===== config.mk =====
export PLATFORM = sky130hd
export DESIGN_NAME = serializador
export DESIGN_NICKNAME = d
export VERILOG_FILES = /design/src/rtl/serializador.sv
export SDC_FILE = /design/constraint.sdc
export NUM_CORES = 1
export LEC_CHECK = 0
export BUFFER_PORTS_ARGS = -buffer_cell sky130_fd_sc_hd__clkbuf_2
export CAP_MARGIN = 10
export CELL_PAD_IN_SITES_DETAIL_PLACEMENT = 0
export CELL_PAD_IN_SITES_GLOBAL_PLACEMENT = 1
export CORE_MARGIN = 5
export CORE_UTILIZATION = 44
export CTS_CLUSTER_SIZE = 8
export DETAILED_ROUTE_END_ITERATION = 16
export PLACE_DENSITY_LB_ADDON = 0.05
export RECOVER_POWER = 50
export SETUP_SLACK_MARGIN = 0.4
export SKIP_LAST_GASP = 1
export SLEW_MARGIN = 20
export SYNTH_ARGS = -nofsm -noshare
export SYNTH_HDL_FRONTEND = slang
export SYNTH_SLANG_ARGS = --single-unit

===== constraint.sdc =====
create_clock -name clock_100KHz -period 2.4 [get_ports clock_100KHz]
set_input_delay 0.24 -clock clock_100KHz [delete_from_list [all_inputs] [get_ports clock_100KHz]]
set_output_delay 0.24 -clock clock_100KHz [all_outputs]
set_load 0.01 [all_outputs]

===== src/rtl/serializador.sv =====
`timescale 1ns/1ps
// serializador: parallel-to-serial transmitter with a small input FIFO.
// Each queued word is sent as one frame: a preamble cycle (data_out=0),
// then DATA_WIDTH bits LSB first, with write_out high for the whole frame.
// After a frame the block idles GUARD_CYCLES cycles and then waits for the
// receiver to report free (status_in low) before starting the next frame.
module serializador #(
  parameter int unsigned DATA_WIDTH   = 8,
  parameter int unsigned FIFO_DEPTH   = 4,
  parameter int unsigned GUARD_CYCLES = 3
) (
  input  logic                          clock_100KHz,
  input  logic                          reset,
  input  logic [DATA_WIDTH-1:0]         data_in,
  input  logic                          write_in,
  input  logic                          status_in,
  output logic                          data_out,
  output logic                          write_out,
  output logic                          frame_done,
  output logic                          busy_out,
  output logic                          fifo_full,
  output logic [$clog2(FIFO_DEPTH):0]   fifo_count,
  output logic                          overflow_out
);

  localparam int unsigned PTR_W = $clog2(FIFO_DEPTH);
  localparam int unsigned CNT_W = PTR_W + 1;
  localparam int unsigned BIT_W = (DATA_WIDTH > 1) ? $clog2(DATA_WIDTH) : 1;
  localparam int unsigned GRD_W = $clog2(GUARD_CYCLES + 1);

  typedef enum logic [2:0] {IDLE, START, SEND, GUARD, WAIT} state_t;

  state_t                  state;
  logic [DATA_WIDTH-1:0]   mem [FIFO_DEPTH];
  logic [PTR_W-1:0]        wr_ptr;
  logic [PTR_W-1:0]        rd_ptr;
  logic [DATA_WIDTH-1:0]   shreg;
  logic [BIT_W-1:0]        bit_cnt;
  logic [GRD_W-1:0]        guard_cnt;

  logic                    push_c;
  logic                    pop_c;
  logic                    stay_idle_c;
  logic [CNT_W-1:0]        count_nxt_c;

  // Queue handshake: a push is only taken with room at the edge; the pop
  // is the FSM launching a frame from IDLE.
  always_comb begin
    push_c      = write_in && (fifo_count < CNT_W'(FIFO_DEPTH));
    pop_c       = (state == IDLE) && (fifo_count != '0) && !status_in;
    count_nxt_c = fifo_count + CNT_W'(push_c) - CNT_W'(pop_c);
    stay_idle_c = ((state == IDLE) && !pop_c) || ((state == WAIT) && !status_in);
  end

  // FIFO storage (no reset needed, validity tracked by fifo_count)
  always_ff @(posedge clock_100KHz) begin
    if (push_c) mem[wr_ptr] <= data_in;
  end

  // FIFO pointers, occupancy and sticky overflow flag
  always_ff @(posedge clock_100KHz or posedge reset) begin
    if (reset) begin
      wr_ptr       <= '0;
      rd_ptr       <= '0;
      fifo_count   <= '0;
      fifo_full    <= 1'b0;
      overflow_out <= 1'b0;
    end else begin
      if (push_c) wr_ptr <= wr_ptr + PTR_W'(1);
      if (pop_c)  rd_ptr <= rd_ptr + PTR_W'(1);
      if (write_in && !push_c) overflow_out <= 1'b1;
      fifo_count <= count_nxt_c;
      fifo_full  <= (count_nxt_c == CNT_W'(FIFO_DEPTH));
    end
  end

  // Frame sequencer with registered line outputs
  always_ff @(posedge clock_100KHz or posedge reset) begin
    if (reset) begin
      state      <= IDLE;
      shreg      <= '0;
      bit_cnt    <= '0;
      guard_cnt  <= '0;
      data_out   <= 1'b0;
      write_out  <= 1'b0;
      frame_done <= 1'b0;
      busy_out   <= 1'b0;
    end else begin
      frame_done <= 1'b0;
      busy_out   <= !stay_idle_c || (count_nxt_c != '0);
      case (state)
        IDLE: begin
          if (pop_c) begin
            shreg     <= mem[rd_ptr];
            write_out <= 1'b1;
            data_out  <= 1'b0;
            state     <= START;
          end
        end
        START: begin
          data_out <= shreg[0];
          bit_cnt  <= '0;
          state    <= SEND;
        end
        SEND: begin
          if (bit_cnt == BIT_W'(DATA_WIDTH - 1)) begin
            write_out <= 1'b0;
            data_out  <= 1'b0;
            guard_cnt <= '0;
            state     <= GUARD;
          end else begin
            shreg    <= shreg >> 1;
            data_out <= shreg[1];
            bit_cnt  <= bit_cnt + BIT_W'(1);
          end
        end
        GUARD: begin
          if (guard_cnt == GRD_W'(GUARD_CYCLES - 1)) state <= WAIT;
          else guard_cnt <= guard_cnt + GRD_W'(1);
        end
        WAIT: begin
          if (!status_in) begin
            frame_done <= 1'b1;
            state      <= IDLE;
          end
        end
        default: state <= IDLE;
      endcase
    end
  end

endmodule


== Yosys cells after proc, flatten, opt, wreduce, memory -nomap -nowiden ==
Memory sizes are Yosys's and may differ from the RTL's.
Cells that the tools add are included.
Word-level totals
  register bits after elaboration: 29
  RAM bits: 32
  bits of input ports: 12
  output and inout bits: 9
  word-level logic and storage cells: 82
  memories: 1
Memories
  mem: depth 4, width 8, read ports 1, clocked after memory_dff 0, wr ports 1, RTL line 34  | logic [DATA_WIDTH-1:0] mem [FIFO_DEPTH];
Cells by class
  add/sub/neg operators: 6
  magnitude comparators: 1
  equal/unequal tests: 13
  multiplexer cells: 23
  reductions and logical operators: 25
Operator list (number)
  $mux 8: 2
  $pmux 8 s2: 1
  $mux 3: 5
  $pmux 3 s5: 1
  $ne 2x2->1 const B: 6
  $eq 3x3->1 const B: 3
  $reduce_and 3->1: 3
  $reduce_bool 3->1: 3
  $mux 1: 8
  $add 2x1->2 const B: 3
  $eq 3x2->1 const B: 2
  $logic_and 1x1->1: 6
  $pmux 3 s2: 1
  $reduce_bool 2->1: 3
  $logic_not 1->1: 4
  $mux 2: 2
  $pmux 2 s2: 1
  $reduce_and 2->1: 2
  $reduce_and 4->1: 1
  $add 3x1->3: 1
  $add 3x1->3 const B: 1
  $eq 3x1->1 const B: 1
  $logic_not 3->1: 1
  $lt 3x3->1 const B: 1
  5 further kinds: 6

== Logic depth before layout (Yosys ltp) ==
  depth after elaboration: 8
  mapped depth: 11
  gate-level depth less buffers: 9

== Least setup slack after synthesis ==
Ideal clock, no wire load.
  kind: register -> register
  from: reg state[2]
  to: reg busy_out
  library setup time: 138 ps
  arrival: 2424 ps
  required time: 2262 ps
  setup slack: -161 ps
  cell stages (with the launch flop): 11
  buffers on the path: 2
  clock period less this slack: 2561 ps
  cell sequence: dfrtp_1 -> buf_6 -> or4_4 -> buf_6 -> nor2_8 -> ha_1 -> inv_1 -> ha_1 -> fa_1 -> nor4_1 -> nand4_1
On the way
  elaborated cells between the ends (all ways): 12
  those cells by class: add/sub: 1; eq/ne: 1; reduce/logical: 10
RTL lines
  start, declared: RTL line 33  | state_t state;
  start signal, assigned: RTL line 80  | state <= IDLE;
  start signal, assigned: RTL line 97  | state <= START;
  start signal, assigned: RTL line 103  | state <= SEND;
  $logic_not 3->1: RTL line 50  | pop_c = (state == IDLE) && (fifo_count != '0) && !status_in;
  $logic_and 1x1->1 (2 in series): RTL line 50
  named net pop_c: RTL line 42  | logic pop_c;
  $sub 3x1->3: RTL line 51  | count_nxt_c = fifo_count + CNT_W'(push_c) - CNT_W'(pop_c);
  named net count_nxt_c[1]: RTL line 44  | logic [CNT_W-1:0] count_nxt_c;
  $reduce_bool 3->1: RTL line 90  | busy_out <= !stay_idle_c || (count_nxt_c != '0);
  $logic_or 1x1->1: RTL line 90
  end signal, assigned: RTL line 90
  end, declared: RTL line 20  | output logic busy_out,
The timed path passes the listed nets, and every way through them passes these cells.
A chain may end at the register's enable or synchronous reset.

== Final worst setup path ==
  from: reg state[0]
  to: reg busy_out
On the way
  word-level cells in the longest chain between the ends: 8
  elaborated cells between the ends (all ways): 12
  those cells by class: add/sub: 1; eq/ne: 1; reduce/logical: 10
Ends and longest elaborated chain (RTL line)
  $logic_not 3->1 (*): 50
  $logic_and 1x1->1 (*) (2 in series): 50
  named net pop_c: 42
  branches (longest 4 deep; another with $sub 3x1->3)
  $logic_or 1x1->1 (*): 90
Mark *: on every way through the listed nets, which the timed path passes.

==> reports/results.txt <==
The critical path runs through a total of 9 cells. The worst register-to-register path has a depth of 9. In this run the core area contains 28 standard-cell rows. The number of nets in the finished design was 249; the number of antenna violations at the first check in global routing was 0. For the reg2reg setup slack, the log shows 0.07 ns. The fraction of synthesis flops using an asynchronous set or reset pin was 47.5%. The kind of cell with the highest combined delay on the critical path was simple AND/OR/NAND/NOR gates. For the arrival time at the worst endpoint, the log shows 2.54 ns. Launching element of the worst setup path: state[0]. The leakage power came out at 1.21 nW. Largest net degree at the start of global routing: 29. Traced cell by cell, the critical path runs through or4_4, nor2_8, ha_4, inv_2, ha_4, fa_2, xnor2_2, xnor2_2, nand4_1. By area the synthesized netlist is led by sky130_fd_sc_hd__edfxtp_1 35%, sky130_fd_sc_hd__dfrtp_1 26%, sky130_fd_sc_hd__mux4_2 6.6%. In this run the post-CTS setup repair buffer count came out at 0. The floorplan step defined a die boundary enclosing 7920 um2.

Mean area per synthesized cell: 13.9 um2. The pre-antenna-repair detailed-routing pass consisted of 4 iterations. The post-route netlist has 25.4% of its cells at a drive strength greater than 1.

The run gives 5990 um2 as the area inside the core boundary. Between clock sinks in the finished design, the worst skew comes to 0.00519 ns. Counting every net in the synthesized netlist gives 219. The logs give -4.24% for the remaining max-slew budget at the tightest pin and 8770 um for the global-route wire length before repair.

On the critical path, the stage with the largest delay is an instance of sky130_fd_sc_hd__or4_4. The power density normalized to cell area came out at 1280 nW/um2. Summed over all instances, the cell type with the most area after synthesis is sky130_fd_sc_hd__edfxtp_1. The minimum setup slack after placement was -0.0165 ns.

The tools report the setup slack of the critical path after layout as 0.0705 ns. Setup repair after global routing could not meet its margin everywhere. The share of the cycle needed by the critical path after routing was 97.1%. For the pin with the worst max-slew slack, the measured transition is 1.56 ns. At the worst endpoint, the required time is 2.61 ns. For the sum of overflow across all layers after global routing, the log shows 0. In this run the worst path has a maximum fanout of 3. The detailed router finished its first iteration with 68 violations.

The tools report the element type at the critical path start as a flop. The run gives 307 as the final non-filler cell total. The startpoint identified for the worst hold timing path is write_in. For this block, the via count after detailed routing is 1,645. The die is 89.0 um tall. The number of hold violations in the final report was 0; the count of H-tree levels built during CTS was 3.

Counting the fill cells in the layout gives 512. After detailed routing, the average wire length per cell comes to 16.3 um. In this design, the stage delay of the slowest critical-path cell is 0.56 ns. For this configuration, the core starts out at a cell density of 45.9%.

TritonCTS built the clock tree. The total clock buffers created by CTS came out at 9. The clock slew at the register clock pins of the worst setup and hold paths is 0.07 ns. The final reports fail on capacitance limit, slew limit. The logs give 44 for the count of cell types in the netlist and 290 for the cell count after placement.

The critical path buffer and inverter count was 1. In the synthesized netlist, the cells that appear most often are 32 x sky130_fd_sc_hd__edfxtp_1, 29 x sky130_fd_sc_hd__dfrtp_1, 18 x sky130_fd_sc_hd__nor3_1. Synthesis produced a netlist whose cell count is 197.

Yosys printed 0 warnings. The final critical path time including I/O delays and setup was 2.33 ns; the number of cells on the worst hold path was 2. The worst register-to-register path begins at state[0]. Dividing the detail-routed via count by the number of cells gives 5.36. Clock latency on the worst-skew pair: 0.34 ns. The most common cell in the synthesized netlist is sky130_fd_sc_hd__edfxtp_1. Primary flip-flop cell chosen by synthesis mapping: sky130_fd_sc_hd__edfxtp_1. For the worst-case vdd ir drop, the log shows 0.568 mV. CTS placed an instance of sky130_fd_sc_hd__clkbuf_8 at the clock tree root.

The total of max-cap violations is 1, and the total setup violations reported at the end of the flow is 0. The tightest min-delay check is of the input pin to flop type. The area growth from synthesis to layout is 16.8%. The half-perimeter wire length of the detailed placement result was 3470 um. The setup path with the least slack is of type flop to flop. The number of buffers inserted by port buffering is 20, and the via count of the first global-routing pass is 1,751. The post-route core utilization is 53.6%, and the total routed wirelength is 5000 um. The flow ran to the end, but the final reports show violations.

The global router's overall resource usage was 15.0%; the synthesis-stage register bit count was 61. The width of the die was 89.0 um. Based on the critical path, the design can be clocked at up to 0.429 GHz. The clock passes through at most 2 buffers. For the remaining antenna violation count after routing, the log shows 0. For this design the top-level I/O count stands at 21. The number of antenna diodes in the final layout is 0.

Summing the sequential cell areas from Yosys gives 61.4% of the chip area. The area share of the largest cell type after synthesis was 35.0%. The run gives 2750 um2 as the cell area after technology mapping. The remaining design rule violation count was 0. The number of slew-limit violations in the final report is 29. Category of the worst setup path capture point: a flop.

The final weighted congestion of routability-driven global placement was 0.721. The clock drives 61 sinks. For the final routed database, the setup TNS stands at 0 ns.

In this run, synthesis inferred 32 flip-flops with an integrated enable.
-- power breakdown --
group / switching, mW / internal, mW / total (mW)
Combinational: 0.824 / 0.766 / 1.59
Clock: 0.418 / 0.482 / 0.900
Sequential: 0.219 / 1.40 / 1.62
Total: 1.46 / 2.65 / 4.11
-- registers in the layout (all words and copies together), names as in the netlist --
signal        count
mem              32
shreg             8
bit_cnt           3
fifo_count        3
state             3
guard_cnt         2
rd_ptr            2
wr_ptr            2
busy_out          1
data_out          1
fifo_full         1
frame_done        1
overflow_out      1
write_out         1
-- cells in the final DEF, fill, tap and decap left out, types with 2 or more instances in the layout --
cell type,netlist,layout
sky130_fd_sc_hd__clkbuf_1,6,11
sky130_fd_sc_hd__clkinvlp_4,0,3
sky130_fd_sc_hd__nor2_1,10,10
sky130_fd_sc_hd__or3_1,3,3
sky130_fd_sc_hd__inv_1,11,10
sky130_fd_sc_hd__ha_4,0,2
sky130_fd_sc_hd__a22oi_1,2,2
sky130_fd_sc_hd__a22o_1,3,3
sky130_fd_sc_hd__ha_1,9,7
sky130_fd_sc_hd__nor4b_1,2,2
sky130_fd_sc_hd__nor3b_1,2,2
sky130_fd_sc_hd__o2bb2ai_1,3,3
sky130_fd_sc_hd__a21oi_1,3,3
sky130_fd_sc_hd__buf_4,0,11
sky130_fd_sc_hd__nor3_1,18,17
sky130_fd_sc_hd__nand2_1,5,5
sky130_fd_sc_hd__mux4_2,8,8
sky130_fd_sc_hd__and2_1,4,4
sky130_fd_sc_hd__edfxtp_1,32,32
sky130_fd_sc_hd__nor2b_1,3,3
sky130_fd_sc_hd__xnor2_1,4,2
sky130_fd_sc_hd__nand3_1,3,3
sky130_fd_sc_hd__o21ai_0,3,3
sky130_fd_sc_hd__clkbuf_8,0,9
sky130_fd_sc_hd__clkbuf_2,1,10
sky130_fd_sc_hd__a211oi_1,7,7
sky130_fd_sc_hd__a21o_1,2,2
sky130_fd_sc_hd__dfrtp_1,29,29
sky130_fd_sc_hd__xnor2_2,0,2
-- layout make-up --
cell class,count,area (um2),share of cell area [%]
Clock buffer,9,124,3.86
Clock inverter,7,75.1,2.34
Inverter,11,41.3,1.29
Multi-Input combinational cell,111,1010,31.3
Sequential cell,61,1690,52.5
Tap cell,75,93.8,2.92
Timing Repair Buffer,33,184,5.73
-- worst reg2reg max path, stage by stage (launching register included) --
cell	delay (ns)
sky130_fd_sc_hd__dfrtp_1	0.39
sky130_fd_sc_hd__or4_4	0.56
sky130_fd_sc_hd__nor2_8	0.12
sky130_fd_sc_hd__ha_4	0.13
sky130_fd_sc_hd__inv_2	0.03
sky130_fd_sc_hd__ha_4	0.14
sky130_fd_sc_hd__fa_2	0.35
sky130_fd_sc_hd__xnor2_2	0.16
sky130_fd_sc_hd__xnor2_2	0.21
sky130_fd_sc_hd__nand4_1	0.11
-- per-stage QoR --
step / area [um2] / hold WS, ns / power [mW]
after global routing: 3210 / 0.127 / 4.43
after detailed placement: 2990 / 0.0686 / 3.19
after global placement: 2990 / 0.0637 / 3.11
after CTS: 3210 / 0.0975 / 4.15
final: 3210 / 0.120 / 4.11
after floorplan: 2780 / 0.318 / 2.77
-- metal layers --
| metal | vias up | GRT usage [%] | part of all wire, % |
|---|---|---|---|
| met2 | 17 | 25.4 | 51 |
| met3 | 9 | 3.32 | 2.7 |
| met4 | 0 | 7.31 | 1.8 |
| met1 | 822 | 18.1 | 44 |
| met5 | - | 0 | 0 |
| li1 | 797 | - | - |
-- worst paths after layout --
| kind | endpoint |
|---|---|
| worst max-delay path | busy_out |
| worst min-delay path | overflow_out |
| worst max register to register | busy_out |
| worst min register to register | overflow_out |
| max in group asynchronous | bit_cnt[0] |
| min in group asynchronous | overflow_out |
-- cell families (layout without fill, tap and decap cells) --
kind of cell | count (synthesis) | in the layout | synth area share (%)
AOI/OAI and AO/OA | 30 | 30 | 8.15
xor gates and xnor gates | 5 | 5 | 1.87
adders and majority gates | 10 | 10 | 4.83
buffers and inverters | 25 | 60 | 4.19
DFF | 61 | 61 | 61.4
muxes | 9 | 9 | 6.97
and+or+nand+nor | 57 | 57 | 12.6
-- what timing repair did --
action,in CTS,in global routing
pin swaps,3,1
endpoints found under the hold margin,29,0
hold buffers,1,0
gates resized for setup,2,2
endpoints found under the setup margin,4,11
Power figures use the tool's default switching activity.
